### config.mk
export PLATFORM = sky130hd
export DESIGN_NAME = pe_array_sequencer
export DESIGN_NICKNAME = d
export VERILOG_FILES = /design/src/rtl/pe_cfg_pkg.sv /design/src/rtl/pe_ctx_mem.sv /design/src/rtl/pe_array_sequencer.sv
export SDC_FILE = /design/constraint.sdc
export NUM_CORES = 1
export LEC_CHECK = 0
export ABC_CLOCK_PERIOD_IN_PS = 2820
export CAP_MARGIN = 5
export CORE_MARGIN = 3
export CORE_UTILIZATION = 50
export DETAILED_ROUTE_END_ITERATION = 16
export PLACE_DENSITY_LB_ADDON = 0.12
export SLEW_MARGIN = 0
export SYNTH_ARGS = -nofsm -noshare
export SYNTH_HDL_FRONTEND = slang
export SYNTH_HIERARCHICAL = 1
export SYNTH_SLANG_ARGS = --single-unit
### constraint.sdc
create_clock -name clock -period 2.82 [get_ports clock]
set_clock_uncertainty 0.15 [all_clocks]
set_input_delay 0.564 -clock clock [delete_from_list [all_inputs] [get_ports clock]]
set_output_delay 0.564 -clock clock [all_outputs]
set_load 0.005 [all_outputs]
### src/rtl/pe_cfg_pkg.sv
// rtl/pe_cfg_pkg.sv - shared sizes, control-word fields and sequencer states
package pe_cfg_pkg;

  localparam int NUM_PE  = 4;
  localparam int NUM_CTX = 4;
  localparam int CTRL_W  = 8;

  localparam int SEL_OP0_MSB = 7;
  localparam int SEL_OP0_LSB = 5;
  localparam int SEL_OP1_MSB = 4;
  localparam int SEL_OP1_LSB = 2;
  localparam int ALU_OP_MSB  = 1;
  localparam int ALU_OP_LSB  = 0;

  typedef enum logic [1:0] {
    ST_IDLE,
    ST_LOAD,
    ST_RUN,
    ST_DRAIN
  } seq_state_e;

endpackage

### src/rtl/pe_ctx_mem.sv
// rtl/pe_ctx_mem.sv - context store: nibble-wide write port, whole-context read port
module pe_ctx_mem #(
  parameter int NUM_PE  = 4,
  parameter int NUM_CTX = 4,
  parameter int CTRL_W  = 8,
  parameter int PTR_W   = 5,
  parameter int CTX_W   = 2
) (
  input  logic                     clock,
  input  logic                     wr_en,
  input  logic [PTR_W-1:0]         wr_ptr,
  input  logic [3:0]               wr_nibble,
  input  logic [CTX_W-1:0]         rd_ctx,
  output logic [NUM_PE*CTRL_W-1:0] rd_data
);

  logic [CTRL_W-1:0] mem_q [NUM_CTX][NUM_PE];
  int wr_word;
  int wr_c;
  int wr_p;

  // Linear nibble pointer walks pe fastest, then ctx; bit 0 picks the half.
  always_comb begin
    wr_word = int'(wr_ptr) >> 1;
    wr_c    = wr_word / NUM_PE;
    wr_p    = wr_word % NUM_PE;
  end

  // No reset: the sequencer's loaded flag keeps stale contents from running.
  always_ff @(posedge clock) begin
    if (wr_en) begin
      mem_q[wr_c][wr_p][{wr_ptr[0], 2'b00} +: 4] <= wr_nibble;
    end
  end

  always_comb begin
    rd_data = '0;
    for (int p = 0; p < NUM_PE; p++) begin
      rd_data[p*CTRL_W +: CTRL_W] = mem_q[rd_ctx][p];
    end
  end

endmodule

### src/rtl/pe_array_sequencer.sv
// rtl/pe_array_sequencer.sv - loads PE contexts and steps them through a PE array
module pe_array_sequencer
  import pe_cfg_pkg::*;
#(
  parameter int NUM_PE  = pe_cfg_pkg::NUM_PE,
  parameter int NUM_CTX = pe_cfg_pkg::NUM_CTX,
  parameter int CTRL_W  = pe_cfg_pkg::CTRL_W,
  localparam int CTX_W  = (NUM_CTX > 1) ? $clog2(NUM_CTX) : 1,
  localparam int NIBS   = 2 * NUM_PE * NUM_CTX,
  localparam int PTR_W  = (NIBS > 1) ? $clog2(NIBS) : 1
) (
  input  logic                     clock,
  input  logic                     reset,
  input  logic                     cfg_load,
  input  logic                     cfg_valid,
  input  logic [3:0]               cfg_data,
  output logic                     cfg_ready,
  input  logic                     start,
  input  logic [3:0]               run_len,
  input  logic                     stop,
  output logic [NUM_PE*CTRL_W-1:0] pe_ctrl,
  output logic [NUM_PE-1:0]        pe_en,
  output logic                     res_valid,
  output logic                     busy,
  output logic                     done,
  output logic                     cfg_loaded,
  output logic [CTX_W-1:0]         ctx_idx
);

  localparam logic [PTR_W-1:0] LAST_PTR = PTR_W'(NIBS - 1);
  localparam logic [CTX_W-1:0] LAST_CTX = CTX_W'(NUM_CTX - 1);

  seq_state_e               state_q, state_d;
  logic [PTR_W-1:0]         ptr_q, ptr_d;
  logic [3:0]               cnt_q, cnt_d;
  logic [CTX_W-1:0]         ctx_q, ctx_d;
  logic                     loaded_q, loaded_d;
  logic                     wr_en;
  logic [NUM_PE*CTRL_W-1:0] rd_data;

  logic [NUM_PE*CTRL_W-1:0] pe_ctrl_q, pe_ctrl_d;
  logic [NUM_PE-1:0]        pe_en_q;
  logic                     res_valid_q, busy_q, done_q, cfg_ready_q;

  pe_ctx_mem #(
    .NUM_PE (NUM_PE),
    .NUM_CTX(NUM_CTX),
    .CTRL_W (CTRL_W),
    .PTR_W  (PTR_W),
    .CTX_W  (CTX_W)
  ) u_ctx_mem (
    .clock    (clock),
    .wr_en    (wr_en),
    .wr_ptr   (ptr_q),
    .wr_nibble(cfg_data),
    .rd_ctx   (ctx_d),
    .rd_data  (rd_data)
  );

  // cnt_q holds the steps remaining after the current one; run_len 0 wraps to 16 steps.
  always_comb begin
    state_d  = state_q;
    ptr_d    = ptr_q;
    cnt_d    = cnt_q;
    ctx_d    = ctx_q;
    loaded_d = loaded_q;
    wr_en    = 1'b0;
    case (state_q)
      ST_IDLE: begin
        if (cfg_load) begin
          state_d  = ST_LOAD;
          ptr_d    = '0;
          loaded_d = 1'b0;
        end else if (start && loaded_q) begin
          state_d = ST_RUN;
          cnt_d   = run_len - 4'd1;
          ctx_d   = '0;
        end
      end
      ST_LOAD: begin
        if (cfg_load) begin
          ptr_d = '0;
        end else if (cfg_valid && cfg_ready_q) begin
          wr_en = 1'b1;
          if (ptr_q == LAST_PTR) begin
            state_d  = ST_IDLE;
            ptr_d    = '0;
            loaded_d = 1'b1;
          end else begin
            ptr_d = ptr_q + 1'b1;
          end
        end
      end
      ST_RUN: begin
        if (stop || cnt_q == 4'd0) begin
          state_d = ST_DRAIN;
        end else begin
          cnt_d = cnt_q - 4'd1;
          ctx_d = (ctx_q == LAST_CTX) ? '0 : ctx_q + 1'b1;
        end
      end
      default: state_d = ST_IDLE;
    endcase
  end

  assign pe_ctrl_d = (state_d == ST_RUN) ? rd_data : '0;

  always_ff @(posedge clock) begin
    if (reset) begin
      state_q     <= ST_IDLE;
      ptr_q       <= '0;
      cnt_q       <= '0;
      ctx_q       <= '0;
      loaded_q    <= 1'b0;
      pe_ctrl_q   <= '0;
      pe_en_q     <= '0;
      res_valid_q <= 1'b0;
      busy_q      <= 1'b0;
      done_q      <= 1'b0;
      cfg_ready_q <= 1'b0;
    end else begin
      state_q     <= state_d;
      ptr_q       <= ptr_d;
      cnt_q       <= cnt_d;
      ctx_q       <= ctx_d;
      loaded_q    <= loaded_d;
      pe_ctrl_q   <= pe_ctrl_d;
      pe_en_q     <= {NUM_PE{state_d == ST_RUN}};
      res_valid_q <= (state_q == ST_RUN);
      busy_q      <= (state_d == ST_RUN) || (state_d == ST_DRAIN);
      done_q      <= (state_q == ST_DRAIN);
      cfg_ready_q <= (state_d == ST_LOAD);
    end
  end

  assign pe_ctrl    = pe_ctrl_q;
  assign pe_en      = pe_en_q;
  assign res_valid  = res_valid_q;
  assign busy       = busy_q;
  assign done       = done_q;
  assign cfg_loaded = loaded_q;
  assign cfg_ready  = cfg_ready_q;
  assign ctx_idx    = ctx_q;

endmodule

# Word level (Yosys, flattened, before mapping)
# Memories as Yosys holds them, arrays and structs flattened. A register that Yosys moved wholly into a read port is not among the register bits.
# Cells that the tools add are included.
# word_totals
latchBits,0
reg_bits,19
mem_bits_rw,128
input_bits,14
mem_count,1
word_cells,84
rom_bits,0
# memory_table
name,words,width,read_ports,rd_ports_with_merged_regs,write_ports,line_no,source
u_ctx_mem.mem_q,4,32,1,1,1,pe_ctx_mem.sv:17,logic [CTRL_W-1:0] mem_q [NUM_CTX][NUM_PE];
# op_classes
shift,2
n_mul,0
muxes,33
eq_ne,16
n_div,0
n_lt_le_gt_ge,2
bitwise,2
addsub,5
reduce_logical,13
# ops
op,n
$ge 32x3->1 const B,1
$lt 32x1->1 const B,1
$mux 32,1
$not 2->32,1
$mux 2,10
$mux 5,4
$demux 8 s2,1
$ne 2x2->1 const B,7
$mux 4,3
$eq 2x2->1 const B,5
$pmux 5 s2,1
$mux 1,8
$mux 8,1
$pmux 4 s2,1
$shift 4x5->8 const A,1
$shiftx 4x5->8,1
$sub 4x1->4 const B,2
$pmux 2 s3,1
$add 5x1->5 const B,1
$eq 5x5->1 const B,1
$neg 3->5,1
$reduce_and 5->1,1
$eq 2x1->1 const B,2
$logic_not 4->1,1
other kinds (12),16

# Longest topological paths before layout
# Gate-level depths: netlist of run 1.
# logic_depth
depth_word,8
mapped_depth,8
ltp_nobuf,7

# Modules after synthesis
# Netlist of run 1, hierarchy kept.
# by_module_without_submodules
module,cells_each,seq_area_each_um2,instances,area_each_um2
pe_ctx_mem,223,3843.7,1,4939.7
pe_array_sequencer,177,1001.0,1,1830.5

# Worst setup path before layout of run 1
# OpenSTA, ideal clock, no wires.
# synth_path
path_type,input to register
from,input cfg_load
to,"memory u_ctx_mem/mem_q[0][10] in the netlist's numbering, enable pin"
t_required_ns,2.341
path_slack_ns,0.350
arrival_time_ns,1.991
path_stages,4
setup_ns,0.329
cell_sequence,or3b_4 -> nor2_1 -> or4b_4 -> nor2_1
# synth_between
elab_chain_len,4
# synth_rtl
element,line_no,source
start: declaration,pe_array_sequencer.sv:14,"input logic cfg_load,"
$mux 1,pe_array_sequencer.sv:81,if (cfg_load) begin
$mux 1,pe_array_sequencer.sv:68,case (state_q)
via wr_en,pe_array_sequencer.sv:38,logic wr_en;
$mux 1,pe_ctx_mem.sv:31,if (wr_en) begin
$mux 32 (implied by the code),pe_ctx_mem.sv:32,"mem_q[wr_c][wr_p][{wr_ptr[0], 2'b00} +: 4] <= wr_nibble;"
end: declaration,pe_ctx_mem.sv:17,
# The timed path passes the listed nets, and every way through them passes these cells.

# Final worst setup path of run 1
# layout_path
from,register cnt_q[0]
to,register pe_ctrl_q[2] (netlist: pe_ctrl[2]) (read register of u_ctx_mem.mem_q)
# layout_between
word_cells_on_any_way,9
cone_classes,eq/ne (1); mux (4); bitwise (1); reduce/logical (3)
# layout_rtl
element,line_no,source
start: declaration,pe_array_sequencer.sv:35,"logic [3:0] cnt_q, cnt_d;"
start signal: assignment,pe_array_sequencer.sv:124,cnt_q <= cnt_d;
$logic_not 4->1,pe_array_sequencer.sv:95,if (stop || cnt_q == 4'd0) begin
$logic_or 1x1->1,pe_array_sequencer.sv:95,
$mux 2,pe_array_sequencer.sv:95,
$pmux 2 s2,pe_array_sequencer.sv:68,
via ctx_d[0],pe_array_sequencer.sv:36,"logic [CTX_W-1:0] ctx_q, ctx_d;"
end: declaration,pe_array_sequencer.sv:41,"logic [NUM_PE*CTRL_W-1:0] pe_ctrl_q, pe_ctrl_d;"
# The timed path passes the listed nets, and every way through them passes these cells.
# A chain may end at the register's enable or synchronous reset.

==> run summary, run 1 <==
Ports -> 57
Critical Path AT -> 2.64 ns
power per cell area -> 612 nW/um2
startpoint class of the critical path -> register
fin area -> 8400 um2
crit path kind -> register to register
met1 usage -> 22.7%
Tcrit/Tclk final -> 88.2%
Largest stage delay, worst path -> 0.56 ns
post-route antenna net violation count -> 0
CP Capture Type -> register
Post-synth EDFFs -> 128
hold_buf cts -> 0
Final Hold Vio Count -> 0
first-pass GRT wire length -> 19.5 mm
Crit path required time -> 2.97 ns
worst slack, placed -> -0.0604 ns
Worst slew margin -> 31.4%
Clk Latency, worst-skew pair -> 0.41 ns
Core Region -> 12900 um2
area leader, netlist -> edfxtp_1
Slew Limit Fails -> 0
GR Util met2 -> 29.2%
Syn Inst Count -> 400
most frequent cells in the layout -> 128 x edfxtp_1, 56 x clkdlybuf4s50_1, 50 x dfxtp_1
worst path cell trace -> or4_4, a22oi_2, a22o_2, buf_12, mux4_2, and2_1
CP Max Fanout -> 17
final worst path period need -> 2.49 ns
status -> finished, final reports clean
drt wl/cell -> 17.3 um
GP Congestion -> 0.867
GR Overflow Total -> 0
CTS tree -> yes
residual DRC count -> 0
Min Hold Slack -> 0.341 ns
vias in the first global route -> 3667
Cell Area, Synth -> 6770 um2
Max Buffers Root-to-Sink -> 2
Mean Syn Cell Area -> 16.9 um2
met3 GRT Util -> 4.88%
Yosys top cell area share -> 56.8%
Top FF cell, synth -> edfxtp_1
FF+latch area -> 4840 um2
sequential share of the synthesized area -> 71.6%
die width -> 122 um
maximum vdd ir drop -> 0.353 mV
Buffers on Ports -> 56
clock net sink count -> 178
final net count -> 525
Crit-path slowest cell -> or4_4
CTS Root Cell -> clkbuf_16
multi-input logic area -> 1740 um2
die height -> 122 um
total routed wirelength -> 12.0 mm
post-synthesis cell type count -> 48
GRT Util Overall -> 17.6%
vias per std cell -> 5.23
ratio of cells with drive above 1 in the final layout -> 24.0%
placed cell areas -> 7830 um2
top cells by area, synth -> edfxtp_1 57%, dfxtp_1 15%, mux4_2 11%
area delta synth->final -> 24.1%
# setup viols final -> 0
yosys warns -> 6
leakage -> 0.00302 uW
initial antenna violation count -> 0
placement row count -> 41
clock slew at reported path FFs -> 0.06 ns
fin worst setup slack -> 0.333 ns
Yosys reg bits -> 178
drt initial violations -> 297
Fmax achieved -> 0.402 GHz
actual slew at the worst max-slew pin -> 1.03 ns
largest net degree at the start of global routing -> 34
CTS Buf Count -> 17
Hold Path Class -> register to register
Post-synth ARST share -> 0%
Final HPWL DP -> 7.97 mm
busiest grt layer -> met2
most common cell after layout, fill and taps aside -> edfxtp_1
Initial Util -> 52.4%
drt pass-1 iters -> 4
Via Count -> 3622
die area -> 15000 um2
CTS-repair resized insts -> 0
Mapped Nets -> 418
Post-CTS Setup Bufs -> 0
MaxCap Viol Count -> 0
RSZ-0062 raised after global routing -> no
FILL cells -> 933
Antenna diodes -> 0
total power -> 5140 uW
# H-tree levels -> 4
[flip-flops by register name, summed over array words and instances, names as in the netlist, 2 cells and up]
register,cells
cnt_q,4
ptr_q,5
pe_ctrl,32
u_ctx_mem/mem_q,128
ctx_idx,2
[Yosys cell counts (4+ instances only)]
cell	number
inv_1	6
nand2_1	7
clkbuf_1	4
nor2_1	43
ha_1	4
buf_2	7
a21oi_1	8
and2_1	39
nand3_1	5
mux4_2	32
edfxtp_1	128
buf_4	4
nor2b_1	4
nor3_1	6
nand4b_1	4
dfxtp_1	50
[critical path, delay by kind of cell (launching register included)]
family,cells,cell delay [ns]
AO/OA/AOI/OAI,2,0.44
AND/OR/NAND/NOR,2,0.71
multiplexers,1,0.52
buffers and inverters,1,0.20
flip-flops,1,0.34
[cells by family after synthesis]
kind of cell / count (synthesis) / synth area share [%]
xor gates and xnor gates: 1 / 0.129
and+or+nand+nor: 130 / 10.8
DFF: 178 / 71.6
adders and majority gates: 4 / 0.739
buffers and inverters: 26 / 2.74
AOI/OAI and AO/OA: 27 / 3.05
muxes: 34 / 10.9
[metal layers]
| layer | part of all wire, % | up-vias | wire (um) |
|---|---|---|---|
| met1 | 43 | 1796 | 5130 |
| met3 | 5.0 | 10 | 604 |
| met4 | 1.3 | 0 | 152 |
| li1 | - | 1730 | - |
| met2 | 51 | 86 | 6100 |
| met5 | 0 | - | 0 |
[through the flow]
stage	utilization [%]	TNS, ns	cells
after floorplan	-	0	400
after global placement	60.5	-0.291	660
after detailed placement	60.5	-1.09	660
after CTS	65.0	0	692
after global routing	65.0	0	692
final	65.0	0	692
[power breakdown]
part           total, uW  internal, uW  leakage (uW)  switching [uW]
Sequential          2790          2790       0.00169            4.33
Clock               2260          1330      0.000277             933
Combinational       81.9          37.3       0.00104            44.6
[final timing paths]
kind	from	endpoint	slack, ns	cells after the start
worst max-delay path	cnt_q[0]	pe_ctrl[2]	0.33	6
worst min-delay path	cnt_q[1]	cnt_q[1]	0.34	2
worst max register to register	cnt_q[0]	pe_ctrl[2]	0.33	6
worst min register to register	cnt_q[1]	cnt_q[1]	0.34	2
[area by class of cell]
| type | count | area share (%) |
|---|---|---|
| Tap cell | 172 | 2.56 |
| Sequential cell | 178 | 57.7 |
| Multi-Input combinational cell | 196 | 20.7 |
| Inverter | 6 | 0.268 |
| Clock buffer | 20 | 5.32 |
| Clock inverter | 12 | 1.53 |
| Timing Repair Buffer | 108 | 11.9 |
Note: power is estimated with default switching activity, not from simulation.
==> run 2: changes to the inputs <==
SKIP_LAST_GASP = 1   (was unset)
==> results of run 2 <==
Same layout as run 1: the final DEF is identical, and so are final timing and power.
